===== src/rtl/cache_pkg.sv =====
// Shared types and helpers for the memory transfer unit.
//
// Contents:
//   mtu_state_e        - transfer FSM states
//   calc_beats()       - beats per line for a given bus width and line size
//   calc_offset_bits() - byte-offset bits inside a line
//   line_t             - cache line container for the default 32-byte line
package cache_pkg;

  typedef enum logic [2:0] {
    IDLE,
    WR_BEAT,
    WB_ACK,
    RD_REQ,
    RD_WAIT,
    FILL_DONE,
    GAP
  } mtu_state_e;

  localparam int DEFAULT_BLOCK_SIZE = 32;

  typedef logic [8*DEFAULT_BLOCK_SIZE-1:0] line_t;

  function automatic int unsigned calc_beats(input int unsigned data_width,
                                             input int unsigned block_size);
    return (8 * block_size) / data_width;
  endfunction

  function automatic int unsigned calc_offset_bits(input int unsigned block_size);
    return $clog2(block_size);
  endfunction

endpackage


===== src/rtl/line_beat_buffer.sv =====
// Line buffer that is loaded whole or written one beat at a time, and read
// one beat at a time.
//
// Ports:
//   clk, rst_n   - clock, asynchronous active-low reset (buffer clears to 0)
//   load_en      - capture load_line in full (takes priority over beat write)
//   load_line    - full line to capture
//   beat_wr_en   - write beat_wdata into slice beat_idx
//   beat_idx     - slice index; slice 0 holds the line LSBs
//   beat_wdata   - beat to store
//   line_next    - value the buffer takes at the next edge (includes this
//                  cycle's write), so a caller can latch the completed line
//   beat_rdata   - current contents of slice beat_idx
module line_beat_buffer #(
  parameter int DATA_WIDTH = 32,
  parameter int BLOCK_SIZE = 32,
  parameter int BEAT_W     = 3
) (
  input  logic                    clk,
  input  logic                    rst_n,
  input  logic                    load_en,
  input  logic [8*BLOCK_SIZE-1:0] load_line,
  input  logic                    beat_wr_en,
  input  logic [BEAT_W-1:0]       beat_idx,
  input  logic [DATA_WIDTH-1:0]   beat_wdata,
  output logic [8*BLOCK_SIZE-1:0] line_next,
  output logic [DATA_WIDTH-1:0]   beat_rdata
);

  logic [8*BLOCK_SIZE-1:0] line_q;
  logic [8*BLOCK_SIZE-1:0] line_d;

  always_comb begin
    line_d = line_q;
    if (load_en) begin
      line_d = load_line;
    end else if (beat_wr_en) begin
      line_d[32'(beat_idx)*DATA_WIDTH +: DATA_WIDTH] = beat_wdata;
    end
  end

  always_ff @(posedge clk or negedge rst_n) begin
    if (!rst_n) begin
      line_q <= '0;
    end else begin
      line_q <= line_d;
    end
  end

  assign line_next  = line_d;
  assign beat_rdata = line_q[32'(beat_idx)*DATA_WIDTH +: DATA_WIDTH];

endmodule


===== src/rtl/memory_transfer_unit.sv =====
// Memory transfer unit: converts whole-line fetch and write-back requests
// from the cache controller into DATA_WIDTH-wide beats on the memory bus.
//
// Ports:
//   clk, rst_n                      - clock, asynchronous active-low reset
//   fetchReq, fetch_address         - line fill request (held until fetchValid)
//   fetch_data, fetchValid          - assembled line, one-cycle completion pulse
//   writeBackReq, writeBackAddress,
//   writeBackData                   - dirty-line write-back request
//   writeBackAck                    - one-cycle pulse once every beat is accepted
//   busy                            - high whenever the FSM is not idle
//   memReq, memWrite, memAddress,
//   memWData, memReady              - beat request channel
//   memRData, memRValid             - read return channel
//   protocolError                   - sticky flag: read data arrived unexpectedly
module memory_transfer_unit
  import cache_pkg::*;
#(
  parameter int DATA_WIDTH    = 32,
  parameter int BLOCK_SIZE    = 32,
  parameter int ADDRESS_WIDTH = 32
) (
  input  logic                     clk,
  input  logic                     rst_n,
  input  logic                     fetchReq,
  input  logic [ADDRESS_WIDTH-1:0] fetch_address,
  output logic [8*BLOCK_SIZE-1:0]  fetch_data,
  output logic                     fetchValid,
  input  logic                     writeBackReq,
  input  logic [ADDRESS_WIDTH-1:0] writeBackAddress,
  input  logic [8*BLOCK_SIZE-1:0]  writeBackData,
  output logic                     writeBackAck,
  output logic                     busy,
  output logic                     memReq,
  output logic                     memWrite,
  output logic [ADDRESS_WIDTH-1:0] memAddress,
  output logic [DATA_WIDTH-1:0]    memWData,
  input  logic                     memReady,
  input  logic [DATA_WIDTH-1:0]    memRData,
  input  logic                     memRValid,
  output logic                     protocolError
);

  localparam int BEATS       = int'(calc_beats(DATA_WIDTH, BLOCK_SIZE));
  localparam int OFFSET_BITS = int'(calc_offset_bits(BLOCK_SIZE));
  localparam int BEAT_BYTES  = DATA_WIDTH / 8;
  localparam int BEAT_W      = (BEATS > 1) ? $clog2(BEATS) : 1;

  localparam logic [BEAT_W-1:0] LAST_BEAT = BEAT_W'(BEATS - 1);
  localparam logic [ADDRESS_WIDTH-1:0] ALIGN_MASK =
    {{(ADDRESS_WIDTH-OFFSET_BITS){1'b1}}, {OFFSET_BITS{1'b0}}};

  mtu_state_e                state_q, state_d;
  logic [BEAT_W-1:0]         beat_q, beat_d;
  logic [ADDRESS_WIDTH-1:0]  base_q, base_d;
  logic [8*BLOCK_SIZE-1:0]   fetch_data_q, fetch_data_d;
  logic                      protocol_error_q, protocol_error_d;

  logic                      buf_load_en;
  logic                      buf_beat_wr_en;
  logic [8*BLOCK_SIZE-1:0]   buf_line_next;
  logic [DATA_WIDTH-1:0]     buf_beat_rdata;
  logic [ADDRESS_WIDTH-1:0]  beat_addr;

  // One buffer serves both directions: it holds the dirty line during a
  // write-back and accumulates returned beats during a fill. fetch_data is a
  // separate register so the last completed fill survives later transfers.
  line_beat_buffer #(
    .DATA_WIDTH (DATA_WIDTH),
    .BLOCK_SIZE (BLOCK_SIZE),
    .BEAT_W     (BEAT_W)
  ) u_line_buf (
    .clk        (clk),
    .rst_n      (rst_n),
    .load_en    (buf_load_en),
    .load_line  (writeBackData),
    .beat_wr_en (buf_beat_wr_en),
    .beat_idx   (beat_q),
    .beat_wdata (memRData),
    .line_next  (buf_line_next),
    .beat_rdata (buf_beat_rdata)
  );

  // Address wraps modulo 2^ADDRESS_WIDTH by construction of the add width.
  assign beat_addr = base_q + (ADDRESS_WIDTH'(beat_q) * ADDRESS_WIDTH'(BEAT_BYTES));

  always_comb begin
    state_d          = state_q;
    beat_d           = beat_q;
    base_d           = base_q;
    fetch_data_d     = fetch_data_q;
    // Read data is only legal while a read is outstanding.
    protocol_error_d = protocol_error_q | (memRValid && (state_q != RD_WAIT));
    buf_load_en      = 1'b0;
    buf_beat_wr_en   = 1'b0;
    memReq           = 1'b0;
    memWrite         = 1'b0;
    memAddress       = '0;
    memWData         = '0;
    writeBackAck     = 1'b0;
    fetchValid       = 1'b0;
    busy             = (state_q != IDLE);

    case (state_q)
      IDLE: begin
        // Write-back wins so a dirty victim leaves before its fill arrives.
        if (writeBackReq) begin
          base_d      = writeBackAddress & ALIGN_MASK;
          beat_d      = '0;
          buf_load_en = 1'b1;
          state_d     = WR_BEAT;
        end else if (fetchReq) begin
          base_d  = fetch_address & ALIGN_MASK;
          beat_d  = '0;
          state_d = RD_REQ;
        end
      end

      WR_BEAT: begin
        memReq     = 1'b1;
        memWrite   = 1'b1;
        memAddress = beat_addr;
        memWData   = buf_beat_rdata;
        if (memReady) begin
          beat_d = beat_q + BEAT_W'(1);
          if (beat_q == LAST_BEAT) begin
            state_d = WB_ACK;
          end
        end
      end

      WB_ACK: begin
        writeBackAck = 1'b1;
        state_d      = GAP;
      end

      RD_REQ: begin
        memReq     = 1'b1;
        memAddress = beat_addr;
        if (memReady) begin
          state_d = RD_WAIT;
        end
      end

      RD_WAIT: begin
        if (memRValid) begin
          buf_beat_wr_en = 1'b1;
          beat_d         = beat_q + BEAT_W'(1);
          if (beat_q == LAST_BEAT) begin
            // Latch the line including this final beat so fetch_data is
            // complete in the same cycle fetchValid is raised.
            fetch_data_d = buf_line_next;
            state_d      = FILL_DONE;
          end else begin
            state_d = RD_REQ;
          end
        end
      end

      FILL_DONE: begin
        fetchValid = 1'b1;
        state_d    = GAP;
      end

      // Gives the controller a cycle to drop its request before IDLE looks again.
      GAP: begin
        state_d = IDLE;
      end

      default: begin
        state_d = IDLE;
      end
    endcase
  end

  always_ff @(posedge clk or negedge rst_n) begin
    if (!rst_n) begin
      state_q          <= IDLE;
      beat_q           <= '0;
      base_q           <= '0;
      fetch_data_q     <= '0;
      protocol_error_q <= 1'b0;
    end else begin
      state_q          <= state_d;
      beat_q           <= beat_d;
      base_q           <= base_d;
      fetch_data_q     <= fetch_data_d;
      protocol_error_q <= protocol_error_d;
    end
  end

  assign fetch_data    = fetch_data_q;
  assign protocolError = protocol_error_q;

endmodule


===== config.mk =====
export PLATFORM = sky130hd
export DESIGN_NAME = memory_transfer_unit
export DESIGN_NICKNAME = d
export VERILOG_FILES = /design/src/rtl/cache_pkg.sv /design/src/rtl/line_beat_buffer.sv /design/src/rtl/memory_transfer_unit.sv
export SDC_FILE = /design/constraint.sdc
export NUM_CORES = 1
export LEC_CHECK = 0
export CELL_PAD_IN_SITES_DETAIL_PLACEMENT = 1
export CELL_PAD_IN_SITES_GLOBAL_PLACEMENT = 2
export CORE_MARGIN = 1.5
export CORE_UTILIZATION = 30
export DETAILED_ROUTE_END_ITERATION = 8
export PLACE_DENSITY_LB_ADDON = 0.1
export SLEW_MARGIN = 10
export SYNTH_ARGS = -nofsm -noshare
export SYNTH_HDL_FRONTEND = slang
export SYNTH_SLANG_ARGS = --single-unit

===== constraint.sdc =====
create_clock -name clk -period 3.6 [get_ports clk]
set_input_delay 0.72 -clock clk [delete_from_list [all_inputs] [get_ports clk]]
set_output_delay 0.72 -clock clk [all_outputs]
set_load 0.03 [all_outputs]

==> results.json <==
{
  "outcome": "complete, no violations",
  "initial_utilization_pct": 30.4,
  "powerDensity_nw_per_um2": 731,
  "core_um2": 82400,
  "rsz0062_at_grt": "no",
  "portBuffers": 671,
  "setup_viol": 0,
  "synthTopCellsByArea": "dfrtp_1 55%, a21oi_1 7.2%, mux4_2 5.8%",
  "required_ps": 2880,
  "p_leak_nw": 15.5,
  "die-area_um2": 85200,
  "period_share_pct": 97.4,
  "clockBufferDepth": 3,
  "cp_max_fo": 18,
  "pre_cts_ws_ps": 322,
  "synth-seq-area-share_pct": 54.6,
  "gr-total-overflow": 0,
  "finClkSkew_ps": 29.5,
  "grt_pass1_wl_um": 176000,
  "gp_congestion": 0.876,
  "vias": 22900,
  "clkSlewWorstSetupHoldPaths_ps": 60,
  "first_pass_iters": 5,
  "drive_gt1_share_pct": 10.8,
  "die_w_um": 292,
  "cts_buffers": 68,
  "vdd_drop_max_v": 0.000358,
  "ys_ff_latch": 546,
  "crit_slowest_cell": "a21oi_1",
  "grt_start_max_net_pins": 100,
  "num_rows": 105,
  "clock_latency_ps": 620,
  "hold_viol_final": 0,
  "layout_commonest_cell": "clkdlybuf4s50_1",
  "syn_area_per_cell_um2": 10.5,
  "ys_async_sr_fraction_pct": 100,
  "grt_pass1_vias": 24400,
  "drtAntennaViolNets": 0,
  "synth_edf_count": 0,
  "cp.arrival_ps": 2790,
  "h-tree-depth": 3,
  "wl_per_cell_um": 29.6,
  "max-slew-margin-rel_pct": 45.3,
  "crit_type": "flop to primary output",
  "finalNetCount": 3353,
  "crit_chain": "nand2b_1 > inv_1 > nand2b_2 > buf_4 > a21oi_1 > buf_12",
  "die_h_um": 292,
  "placed_cells": 3985,
  "tns_ps": 0,
  "antenna_found_initial": 25,
  "yosys_warnings": 0,
  "slowest_delay_ps": 480,
  "fmax_ghz": 0.285,
  "yosys.area.top_type": "dfrtp_1",
  "wirelength_um": 122000,
  "drtIter0Drc": 1644,
  "period_needed_ps": 3510,
  "worstRegToRegCells": 9,
  "clkSinkCount": 546,
  "setup.worst_path.end_class": "primary output",
  "drc": 0,
  "final.setup.worst_slack_ps": 92.4,
  "startpoint_type": "flop",
  "root_buffer": "clkbuf_16",
  "fin_cells": 4128,
  "syn_to_final_growth_pct": 42.2,
  "cts_hold_buf": 0,
  "globalRouteTotalUtil_pct": 28.2,
  "max_slew.worst_pin.slew_ps": 819,
  "layout_common_cells": "636 x clkdlybuf4s50_1, 543 x dfrtp_1, 359 x a21oi_1, 355 x nor2_1, 154 x nand2_1",
  "hold_class": "input pin to async pin",
  "syn_inst": 2378,
  "synth_top_area_share_pct": 54.6,
  "max_cap_viol_count": 0,
  "netlist_area_um2": 25000,
  "nFillCells": 8931,
  "hpwlAfterDp_um": 86000,
  "synth_top_flop_cell": "dfrtp_1",
  "vias_per_cell": 5.55,
  "cts_tree": "done",
  "yosysUniqueCellTypes": 50,
  "fin_util_pct": 43.2,
  "slew_violations": 0,
  "ioPinCount": 684
}
==> report_power, final <==
part           leakage (nW)  total (mW)  internal [mW]  switching (mW)
sequential             6.92        9.26           7.90            1.36
combinational          7.53        10.0           4.41            5.59
clock                  1.06        6.75           3.92            2.83
total                  15.5        26.0           16.2            9.78
==> path summary, 6_finish.rpt <==
path                                    startpoint                               end  slack (ps)
max                         state_q[2]$_DFFE_PN0P_                      memWData[29]          90
min                                          rst_n         fetch_data[7]$_DFFE_PN0P_          50
max reg2reg                  beat_q[0]$_DFFE_PN0P_  u_line_buf.line_q[145]$_DFF_PN0_         290
min reg2reg                protocolError$_DFF_PN0_           protocolError$_DFF_PN0_         470
max in group asynchronous                    rst_n             beat_q[1]$_DFFE_PN0P_        2410
min in group clk           protocolError$_DFF_PN0_           protocolError$_DFF_PN0_         470
==> worst max-delay path: cells and delay by family (launching register included) <==
kind | cells | cell delay [ps]
buffers and inverters | 3 | 730
flip-flops | 1 | 370
AND/OR/NAND/NOR | 2 | 560
AO/OA/AOI/OAI | 1 | 480
==> stage by stage <==
step / total power [mW] / hold slack (ps) / cell area (um2)
final: 26.0 / 45.9 / 35600
after global routing: 27.3 / 71.7 / 35600
after CTS: 26.2 / 55.4 / 35500
after detailed placement: 19.3 / 456 / 33400
after global placement: 19.1 / 460 / 33400
after floorplan: 15.1 / 424 / 25000
==> final cells by class <==
class / count / area [um2] / share of cell area [%]
Antenna cell: 20 / 50.0 / 0.141
Timing Repair Buffer: 774 / 7780 / 21.9
Multi-Input combinational cell: 1588 / 10600 / 29.7
Sequential cell: 546 / 13700 / 38.4
Inverter: 10 / 37.5 / 0.105
Tap cell: 1070 / 1340 / 3.76
Clock inverter: 18 / 150 / 0.422
Clock buffer: 102 / 2000 / 5.63
==> what timing repair did <==
item	CTS	global route
cloned	0	0
endpoints found under the setup margin	18	5
gates resized for setup	6	5
pin swaps	0	0
buffers inserted	3	0
==> flip-flops by register name, summed over array words and instances (netlist names) <==
signal	count
base_q	27
beat_q	3
fetch_data	256
protocolError	1
state_q	3
u_line_buf.line_q	256
==> cells by family (layout without fill, tap and decap cells) <==
| kind of cell | Yosys count | in the layout | share of synthesized area, % |
|---|---|---|---|
| and+or+nand+nor | 712 | 712 | 12.8 |
| buffers and inverters | 245 | 904 | 4.03 |
| DFF | 546 | 546 | 54.6 |
| AOI/OAI and AO/OA | 743 | 743 | 20.0 |
| other | 1 | 22 | 0.0150 |
| muxes | 124 | 124 | 8.17 |
| adders and majority gates | 7 | 7 | 0.350 |
==> synthesized netlist by cell type, drive strengths merged, types with 2 or more instances <==
| cell | n |
|---|---|
| nor4 | 5 |
| a311oi | 2 |
| nand2 | 155 |
| o21ai | 4 |
| a21o | 37 |
| and2 | 150 |
| a22oi | 149 |
| a31oi | 23 |
| a221o | 124 |
| o22ai | 2 |
| nor3 | 12 |
| nand2b | 8 |
| dfrtp | 546 |
| nor2 | 359 |
| nand4 | 4 |
| nand3 | 3 |
| a41oi | 2 |
| inv | 9 |
| or3 | 3 |
| a22o | 38 |
| or4 | 2 |
| mux2i | 59 |
| mux4 | 64 |
| nor2b | 2 |
| ha | 7 |
| clkbuf | 186 |
| buf | 49 |
| a21oi | 359 |
==> layer usage <==
metal / up-vias / GRT usage [%] / wire (um)
li1: 9802 / - / -
met1: 12000 / 36.0 / 50000
met2: 898 / 47.7 / 60400
met3: 202 / 5.09 / 7480
met4: 6 / 10.4 / 4150
met5: - / 0 / 35
Note: power is estimated with default switching activity, not from simulation.
